`config.mk`:
```
export PLATFORM = sky130hd
export DESIGN_NAME = expm1alpha_fp16_arbiter
export DESIGN_NICKNAME = d
export VERILOG_FILES = /design/src/rtl/expm1alpha_pkg.sv /design/src/rtl/expm1alpha_rsp_fifo.sv /design/src/rtl/expm1alpha_fp16_arbiter.sv
export SDC_FILE = /design/constraint.sdc
export NUM_CORES = 1
export LEC_CHECK = 0
export ABC_AREA = 1
export CAP_MARGIN = 15
export CORE_MARGIN = 1.5
export CORE_UTILIZATION = 35
export CTS_CLUSTER_SIZE = 30
export DETAILED_ROUTE_END_ITERATION = 6
export PLACE_DENSITY = 0.58
export SLEW_MARGIN = 0
export SYNTH_ARGS = -nofsm -noshare
export SYNTH_HDL_FRONTEND = slang
export SYNTH_HIERARCHICAL = 1
export SYNTH_SLANG_ARGS = --single-unit
```
`constraint.sdc`:
```
create_clock -name clock -period 2.9 [get_ports clock]
set_input_delay 0.58 -clock clock [delete_from_list [all_inputs] [get_ports clock]]
set_output_delay 0.58 -clock clock [all_outputs]
set_load 0.01 [all_outputs]
```
`src/rtl/expm1alpha_pkg.sv`:
```
// Shared types and constants for the expm1alpha (alpha*(exp(x)-1)) fp16 datapath wrapper.
// Latency: n/a (types only).
// Backpressure: n/a.
package expm1alpha_pkg;

  typedef logic [15:0] fp16_t;

  localparam int LATENCY_A10 = 11;
  localparam int LATENCY_S10 = 9;

  // Wide enough for the largest supported requester count (8).
  localparam int TAG_ID_W = 3;

  typedef struct packed {
    logic                v;
    logic [TAG_ID_W-1:0] id;
  } tag_t;

  function automatic int latency(input logic board_a10);
    return board_a10 ? LATENCY_A10 : LATENCY_S10;
  endfunction

endpackage

```
`src/rtl/expm1alpha_rsp_fifo.sv`:
```
// Per-requester response FIFO, synchronous, first-word-fall-through.
// Latency: a push is visible at o_dat/o_vld the cycle after it is written.
// Backpressure: none internally; the arbiter's credits guarantee a free slot for every push.
module expm1alpha_rsp_fifo
  import expm1alpha_pkg::*;
#(
  parameter int DEPTH = 4,
  parameter int W     = 16
) (
  input  logic         clock,
  input  logic         resetn,
  input  logic         i_push,
  input  logic [W-1:0] i_push_dat,
  input  logic         i_pop,
  output logic         o_vld,
  output logic [W-1:0] o_dat
);

  localparam int AW = $clog2(DEPTH);

  logic [W-1:0] r_mem [DEPTH];
  logic [AW:0]  r_wr_ptr;
  logic [AW:0]  r_rd_ptr;
  logic         w_empty;
  logic         w_full;
  logic         w_do_pop;
  logic         w_do_push;

  assign w_empty   = (r_wr_ptr == r_rd_ptr);
  assign w_full    = (r_wr_ptr[AW] != r_rd_ptr[AW]) && (r_wr_ptr[AW-1:0] == r_rd_ptr[AW-1:0]);
  assign w_do_pop  = i_pop & ~w_empty;
  // A push on a full FIFO is only accepted when the head leaves in the same cycle.
  assign w_do_push = i_push & (~w_full | w_do_pop);

  // Pointer update; empty FIFO ignores pops.
  always_ff @(posedge clock) begin
    if (!resetn) begin
      r_wr_ptr <= '0;
      r_rd_ptr <= '0;
    end else begin
      if (w_do_push) r_wr_ptr <= r_wr_ptr + 1'b1;
      if (w_do_pop)  r_rd_ptr <= r_rd_ptr + 1'b1;
    end
  end

  // Storage write; contents need no reset since the pointers define validity.
  always_ff @(posedge clock) begin
    if (w_do_push) r_mem[r_wr_ptr[AW-1:0]] <= i_push_dat;
  end

  // Head of queue, forced to zero while empty so idle outputs are clean.
  always_comb begin
    o_vld = ~w_empty;
    o_dat = w_empty ? '0 : r_mem[r_rd_ptr[AW-1:0]];
  end

  // Overflow would mean the credit accounting upstream is broken.
  always_ff @(posedge clock) begin
    if (resetn) begin
      a_no_overflow: assert (!(i_push && w_full && !i_pop));
    end
  end

endmodule

```
`src/rtl/expm1alpha_fp16_arbiter.sv`:
```
// Round-robin sharing of one fixed-latency expm1alpha fp16 pipe among NUM_REQ requesters.
// Latency: issue at cycle T -> rsp_valid at T+LATENCY+1 (12 cycles A10, 10 cycles S10).
// Backpressure: credit per requester; a full response FIFO blocks only its own requester, the pipe never stalls.
module expm1alpha_fp16_arbiter
  import expm1alpha_pkg::*;
#(
  parameter int NUM_REQ          = 4,
  parameter int BOARD_FAMILY_A10 = 1,
  parameter int FIFO_DEPTH       = 4
) (
  input  logic                  clock,
  input  logic                  resetn,
  input  logic [NUM_REQ-1:0]    req_valid,
  output logic [NUM_REQ-1:0]    req_ready,
  input  logic [NUM_REQ*16-1:0] req_x,
  input  logic [NUM_REQ*16-1:0] req_a,
  output logic [NUM_REQ-1:0]    rsp_valid,
  input  logic [NUM_REQ-1:0]    rsp_ready,
  output logic [NUM_REQ*16-1:0] rsp_data,
  output logic                  pipe_ivalid,
  input  logic                  pipe_iready,
  output logic [15:0]           pipe_datain_x,
  output logic [15:0]           pipe_datain_a,
  input  logic                  pipe_ovalid,
  output logic                  pipe_oready,
  input  logic [15:0]           pipe_dataout,
  output logic                  err_sync
);

  localparam int LATENCY = latency(BOARD_FAMILY_A10 != 0);
  localparam int IDW     = (NUM_REQ > 1) ? $clog2(NUM_REQ) : 1;
  localparam int CW      = $clog2(FIFO_DEPTH + 1);

  logic [NUM_REQ-1:0] w_elig;
  logic [NUM_REQ-1:0] w_grant;
  logic [NUM_REQ-1:0] w_pop;
  logic [NUM_REQ-1:0] w_push;
  logic [NUM_REQ-1:0] w_fifo_vld;
  logic [IDW-1:0]     w_gnt_idx;
  logic [IDW-1:0]     w_scan_idx;
  logic               w_found;
  fp16_t              w_mux_x;
  fp16_t              w_mux_a;
  tag_t               w_tag_in;
  tag_t               w_tag_out;

  logic [IDW-1:0]     r_ptr;
  logic [CW-1:0]      r_credit [NUM_REQ];
  tag_t               r_tag [LATENCY];
  logic               r_err_sync;

  // A requester may issue only with a free response slot and a ready pipe; nothing issues in reset.
  always_comb begin
    w_elig = '0;
    for (int i = 0; i < NUM_REQ; i++) begin
      w_elig[i] = resetn & req_valid[i] & (r_credit[i] != '0) & pipe_iready;
    end
  end

  // Round-robin pick: first eligible requester at or after the pointer.
  always_comb begin
    w_grant    = '0;
    w_gnt_idx  = '0;
    w_found    = 1'b0;
    w_scan_idx = '0;
    for (int k = 0; k < NUM_REQ; k++) begin
      w_scan_idx = IDW'((int'(r_ptr) + k) % NUM_REQ);
      if (!w_found && w_elig[w_scan_idx]) begin
        w_found            = 1'b1;
        w_gnt_idx          = w_scan_idx;
        w_grant[w_scan_idx] = 1'b1;
      end
    end
  end

  // One-hot operand mux; zero when nothing is granted.
  always_comb begin
    w_mux_x = '0;
    w_mux_a = '0;
    for (int i = 0; i < NUM_REQ; i++) begin
      if (w_grant[i]) begin
        w_mux_x = req_x[16*i +: 16];
        w_mux_a = req_a[16*i +: 16];
      end
    end
  end

  assign req_ready     = w_grant;
  assign pipe_ivalid   = w_found;
  assign pipe_datain_x = w_mux_x;
  assign pipe_datain_a = w_mux_a;
  assign pipe_oready   = 1'b1;
  assign err_sync      = r_err_sync;
  assign rsp_valid     = w_fifo_vld;
  assign w_pop         = rsp_ready & w_fifo_vld;

  // Pointer moves past the winner so it gets lowest priority next cycle.
  always_ff @(posedge clock) begin
    if (!resetn) begin
      r_ptr <= '0;
    end else if (w_found) begin
      r_ptr <= (w_gnt_idx == IDW'(NUM_REQ - 1)) ? '0 : w_gnt_idx + 1'b1;
    end
  end

  // Credits track free response slots: spent on issue, returned on pop.
  always_ff @(posedge clock) begin
    for (int i = 0; i < NUM_REQ; i++) begin
      if (!resetn) begin
        r_credit[i] <= CW'(FIFO_DEPTH);
      end else if (w_grant[i] && !w_pop[i]) begin
        r_credit[i] <= r_credit[i] - 1'b1;
      end else if (!w_grant[i] && w_pop[i]) begin
        r_credit[i] <= r_credit[i] + 1'b1;
      end
    end
  end

  assign w_tag_in.v  = w_found;
  assign w_tag_in.id = TAG_ID_W'(w_gnt_idx);
  assign w_tag_out   = r_tag[LATENCY-1];

  // Tag shift register mirrors the datapath so each result knows its owner.
  always_ff @(posedge clock) begin
    if (!resetn) begin
      for (int s = 0; s < LATENCY; s++) r_tag[s] <= '0;
    end else begin
      r_tag[0] <= w_tag_in;
      for (int s = 1; s < LATENCY; s++) r_tag[s] <= r_tag[s-1];
    end
  end

  // Results are routed by the tag alone, even if the datapath's valid disagrees.
  always_comb begin
    w_push = '0;
    for (int i = 0; i < NUM_REQ; i++) begin
      w_push[i] = w_tag_out.v & (w_tag_out.id == TAG_ID_W'(i));
    end
  end

  // Sticky flag for any cycle where datapath valid and tag valid differ.
  always_ff @(posedge clock) begin
    if (!resetn) begin
      r_err_sync <= 1'b0;
    end else if (pipe_ovalid != w_tag_out.v) begin
      r_err_sync <= 1'b1;
    end
  end

  for (genvar gi = 0; gi < NUM_REQ; gi++) begin : g_rsp
    expm1alpha_rsp_fifo #(
      .DEPTH (FIFO_DEPTH),
      .W     (16)
    ) u_fifo (
      .clock      (clock),
      .resetn     (resetn),
      .i_push     (w_push[gi]),
      .i_push_dat (pipe_dataout),
      .i_pop      (rsp_ready[gi]),
      .o_vld      (w_fifo_vld[gi]),
      .o_dat      (rsp_data[16*gi +: 16])
    );
  end

endmodule

```
# ---- After elaboration in Yosys (flattened, before gate mapping)
# Memory sizes are Yosys's and may differ from the RTL's. A register that Yosys moved wholly into a read port is not among the register bits.
# Index checks and enable logic that the tools add are counted.
dict set report totals {
  n_memories 6
  inputBits 156
  reg_bits 27
  ramBits 312
  word_cells 261
  out_inout_bits 107
}
dict set report classes {
  n_mux 106
  n_reduce_logical 35
  magnitude_cmp 8
  add_sub_neg 20
  eq_ne 17
  bitwise 59
}
# name depth word_bits read_ports rd_clocked_by_memory_dff write_ports line_no
set mem_list {}
lappend mem_list {{g_rsp[0].u_fifo.r_mem} 4 16 1 1 1 expm1alpha_rsp_fifo.sv:21} ;# logic [W-1:0] r_mem [DEPTH];
lappend mem_list {{g_rsp[1].u_fifo.r_mem} 4 16 1 1 1 expm1alpha_rsp_fifo.sv:21}
lappend mem_list {{g_rsp[2].u_fifo.r_mem} 4 16 1 1 1 expm1alpha_rsp_fifo.sv:21}
lappend mem_list {{g_rsp[3].u_fifo.r_mem} 4 16 1 1 1 expm1alpha_rsp_fifo.sv:21}
lappend mem_list {r_tag 11 4 11 0 11 expm1alpha_fp16_arbiter.sv:49} ;# tag_t r_tag [LATENCY];
lappend mem_list {r_credit 4 3 4 0 4 expm1alpha_fp16_arbiter.sv:48} ;# logic [CW-1:0] r_credit [NUM_REQ];
# op count
set op_table {}
lappend op_table {{$mux 16} 12}
lappend op_table {{$mux 4} 15}
lappend op_table {{$mux 1} 50}
lappend op_table {{$add 3x1->3 const B} 12}
lappend op_table {{$mux 2} 13}
lappend op_table {{$and 1x1->1} 24}
lappend op_table {{$mux 3} 8}
lappend op_table {{$or 1x1->1} 23}
lappend op_table {{$logic_and 1x1->1} 19}
lappend op_table {{$eq 3x3->1} 4}
lappend op_table {{$lt 2x3->1 const B} 4}
lappend op_table {{$or 4x4->4} 3}
lappend op_table {{$reduce_bool 3->1} 4}
lappend op_table {{$sub 3x1->3 const B} 4}
lappend op_table {{$logic_not 1->1} 11}
lappend op_table {{$bmux 1 s2} 4}
lappend op_table {{$demux 1 s2} 4}
lappend op_table {{$eq 2x2->1} 4}
lappend op_table {{$ge 2x1->1 const B} 4}
lappend op_table {{$not 1->1} 8}
lappend op_table {{$eq 3x2->1 const B} 2}
lappend op_table {{$ne 1x1->1} 5}
lappend op_table {{$add 2x1->2 const B} 2}
lappend op_table {{$add 2x2->2 const B} 2}
lappend op_table {{4 further kinds} 4}

# ---- Depth between registers and ports, before layout
# An unclocked memory read counts as a cell.
dict set report logic_depth {
  ltp_word 23
  depth_mapped 20
  mapped_depth_nobuf 20
}

# ---- Modules after synthesis
# Netlist, hierarchy kept.
# module area_per_inst_um2 seq_area_each_um2 instances cells_per_inst
set modules_own_cells {}
lappend modules_own_cells {expm1alpha_rsp_fifo 2960.3 2082.0 4 238}
lappend modules_own_cells {expm1alpha_fp16_arbiter 3629.7 1081.0 1 599}

# ---- Worst setup path after synthesis
# No wires, ideal clock.
dict set report synth_timing {
  kind {register -> register}
  from {register with a tool-made name}
  to {memory r_credit[2][2] in the netlist's numbering, data pin}
  arrival_time_ns 2.602
  slack_ns 0.046
  t_required_ns 2.648
  setup_ns 0.252
  path_buffers 1
  path_stages_with_launch 18
  period_less_slack_ns 2.854
  path_cell_list {dfxtp_1 -> buf_4 -> inv_2 -> ha_1 -> inv_1 -> nand3_1 -> nand2_1 -> nand3_2 -> nor2_1 -> nor2_1 -> nand2_4 -> inv_4 -> nand2_1 -> fa_1 -> xnor2_1 -> nand3_1 -> nand2_1 -> nand2_1}
}
# element line_no
set synth_lines {}
lappend synth_lines {{end: declaration} expm1alpha_fp16_arbiter.sv:48}

==> results.md <==
* GPL Wtd Cong at a little under 0.9
* Internal cell power at roughly 12 mW
* Gate power share at 41.3%
* # clock sinks at around 340
* Final wirelength at 42900 µm
* YS warnings at 6
* CTS tree: yes
* Die Wd at 213 µm
* Failing checks: negative setup slack
* Fin crit period at 3.51 ns
* Post-synth top area share at 52.0%
* Worst path required time at roughly 2.3 ns
* Final hold vios at 0
* Worst r2r dst: r_credit[2][2]
* RSZ-0062 raised after global routing: yes
* I/O pins at roughly 260
* Worst-Skew Late Latency at roughly 0.5 ns
* Post-synth top area cell: edfxtp_1
* Global-route wire length before repair at roughly 63000 µm
* Area post-placement at ~19000 µm²
* Worst vdd ir at ~1.1 mV
* Syn nets at 1744
* Antenna diodes at 0
* Nets at 2108
* Max-capacitance violation count at 0
* Tot Pwr at roughly 17 mW
* Layout cell share with drive strength beyond 1 at between 10% and 20%
* Max Clock Skew at 0.0185 ns
* Routing usage on met2 at 30.8%
* Starting Density at 35.7%
* Reg power frac at 31.7%
* Clock network power share at 27.0%
* Vias in the first global route at 11600
* Crit. Startpoint: r_credit[3][0]
* Final setup fails at 38
* Sequential area share after synthesis at 60.8%
* Sw Share at between 30% and 40%
* Distinct cell type count of the synthesized netlist at 33
* Row cnt at 76
* P_leak at 8.79 nW
* Critical Path End Type: primary output
* Congestion Overflow GR at 0
* Mapped cell area at 15500 µm²
* PortBufs at 261
* CP Class: reg -> out
* Register-to-Register Path Depth at 20
* Setup TNS at -19.05 ns
* Number of DRC markers in iteration 0 at 672
* Net Sw Power at 5.51 mW
* Pwr Density at 791 nW/µm²
* Post-Synthesis Cells at 1551
* Slew Viols, Final at 0
* Fmax at 285 MHz
* Post-synth ARST share at 0%
* Prevailing post-synth register cell: edfxtp_1
* Syn_area_per_cell at 9.97 µm²
* Worst r2r src: r_credit[3][0]
* Hold crit path type: reg -> reg
* GRT Max-Usage Layer: met2
* Gr usage total at 18.1%
* First-pass DRT Iterations at 5
* Worst-Margin Slew at 0.861 ns
* Clk buf depth at 3
* Largest net degree at the start of global routing at 53
* Status: complete, but fails checks
* Post-synthesis to final-layout area growth at 39.8%
* Number of antenna violations at the first check in global routing at 1
* CP Data Arrival Time at 2.93 ns
* CTS root buffer: clkbuf_16
* Finished Cell Area at approximately 22000 µm²
* Clock slew at reported path FFs at roughly 0.070 ns
* Drt wl/cell at 17.0 µm
* Core Area at 43400 µm²
* Startpoint class of the critical path: flop
* Rel. slew slack at 42.5%
* Final worst-path cycle share at 121%
* Critical Path Sink: pipe_datain_x[1]
* GRT met1 Usage at 23.6%
* Routed vias/inst at about 4.8
* Number of H-tree levels at 2
* DIE AREA at 45500 µm²
* Finished Layout Cells at 2526
* EDFF count, synth at 268
* FF+latch count, synth at approximately 340
* Cells after DPL at between 2000 and 2500
* FF-to-FF setup slack at -0.08 ns
* Post-detailed-route count of antenna-violating nets at 0
* Die Ht at 213 µm
* Number of buffers created by CTS at 36
* GR Layer Usage met3 at 3.27%
* DR vias at 12100
* Setup ws final at -0.607 ns
* Max FO, Critical Path at 11
* Hpwl dp at 27200 µm
* DRC viols at 0
* Synth area leaders: edfxtp_1 (52%), dfxtp_1 (8.8%), nand2_1 (8.4%)
-- power groups by stage --
stage	combinational, mW	clock [mW]	sequential [mW]
2_1_floorplan	2.64	0	5.52
3_3_place_gp	5.25	0	5.50
3_5_place_dp	5.25	0	5.51
4_1_cts	6.49	4.72	5.41
5_1_grt	7.62	4.93	5.42
6_report	7.06	4.62	5.41
-- cells in the final DEF, fill, tap and decap left out, drive strengths merged, types with 2 or more instances in the layout --
cell type / n
nand3b: 4
buf: 167
o22ai: 64
mux2i: 64
a21oi: 52
o21ai: 75
clkinvlp: 2
nand2: 363
clkdlybuf4s50: 222
dfxtp: 68
inv: 187
edfxtp: 268
clkinv: 10
xnor2: 2
ha: 36
clkbuf: 50
nor2: 190
nor3: 6
nand3: 90
xor2: 11
bufinv: 4
-- cells by family (layout without fill, tap and decap cells) --
logic type                 Yosys count  after routing  share of synthesized area, %
adders and majority gates           37             37                          3.04
DFF                                336            336                          60.8
xor gates and xnor gates            13             13                         0.736
and+or+nand+nor                    652            654                          17.3
buffers and inverters              255            643                          7.13
AOI/OAI and AO/OA                  193            193                          6.83
other                                1              1                        0.0242
muxes                               64             64                          4.14
-- final cells by class --
| cell class | instances | area [µm²] |
|---|---|---|
| repair buffers | 392 | 4050 |
| flip-flops and latches | 336 | 9420 |
| multi-input cells | 962 | 5510 |
| well taps | 585 | 732 |
| inverters | 187 | 714 |
| clock buffers | 48 | 997 |
| fillers | 3930 | 21700 |
| clock inverters | 16 | 199 |
-- flip-flops by register name (all words and copies together), names as in the netlist, named ones only --
name / flops
g_rsp.u_fifo/r_wr_ptr: 12
r_credit: 12
err_sync: 1
g_rsp.u_fifo/r_mem: 256
r_tag: 33
g_rsp.u_fifo/r_rd_ptr: 12
r_ptr: 1
-- critical path: stages, from the launching register on --
cell      delay (ns)
edfxtp_1        0.37
inv_2           0.06
ha_4            0.16
ha_4            0.17
nor2_4          0.14
nand3_1         0.11
nand3_2         0.09
nand2_2         0.10
nand3_4         0.12
nor2_1          0.06
nor2_2          0.21
nand2_8         0.13
buf_6           0.15
buf_16          0.14
nor2_1          0.10
nand2_1         0.08
nand2_1         0.08
buf_2           0.13
-- how the worst min path moves through the flow --
stage / startpoint / to / slack [ns] / depth (start not counted)
after floorplan: r_tag[0][6] / r_tag[0][10] / 0.39 / 2
after global placement: r_tag[0][11] / r_tag[0][15] / 0.39 / 2
after detailed placement: r_tag[0][11] / r_tag[0][15] / 0.40 / 2
after CTS: r_tag[0][24] / r_tag[0][28] / 0.40 / 2
after global routing: r_tag[0][22] / r_tag[0][26] / 0.42 / 2
final: r_tag[0][16] / r_tag[0][20] / 0.41 / 2
-- layer usage --
layer / vias to the layer above / wire, µm
li1: 5915 / -
met1: 5749 / 18500
met2: 344 / 20800
met3: 77 / 2430
met4: 2 / 1060
met5: - / 13
-- what timing repair did --
action	in CTS	in global routing
hold buffers	0	0
cloned	11	4
endpoints found under the setup margin	99	84
pin swaps	30	52
resized for setup	259	102
setup buffers	31	13
-- metrics by stage --
step / util (%) / setup WS [ns] / hold WS, ns
2_1_floorplan: - / 0.0458 / 0.390
3_3_place_gp: 44.0 / -0.856 / 0.392
3_5_place_dp: 44.0 / -0.872 / 0.397
4_1_cts: 48.7 / -0.568 / 0.405
5_1_grt: 49.9 / -0.733 / 0.424
6_report: 49.9 / -0.607 / 0.406
-- synthesized netlist by cell type, types with 2 or more instances --
master and instances:
ha_1 36, nor3_1 6, nor2_4 2, nand2_1 347, buf_6 7, xnor2_1 2
nand3b_1 4, xor2_1 11, inv_2 9, o21ai_0 72, buf_4 16, edfxtp_1 268
dfxtp_1 68, nand2_2 12, nand2_4 2, mux2i_1 64, o21ai_1 2, inv_1 177
nor2_1 183, a21oi_1 52, clkbuf_1 20, nand3_2 3, buf_2 25, nor2_2 5
nand3_1 87, o22ai_1 64
No activity file was read; power rests on OpenSTA's default activity.
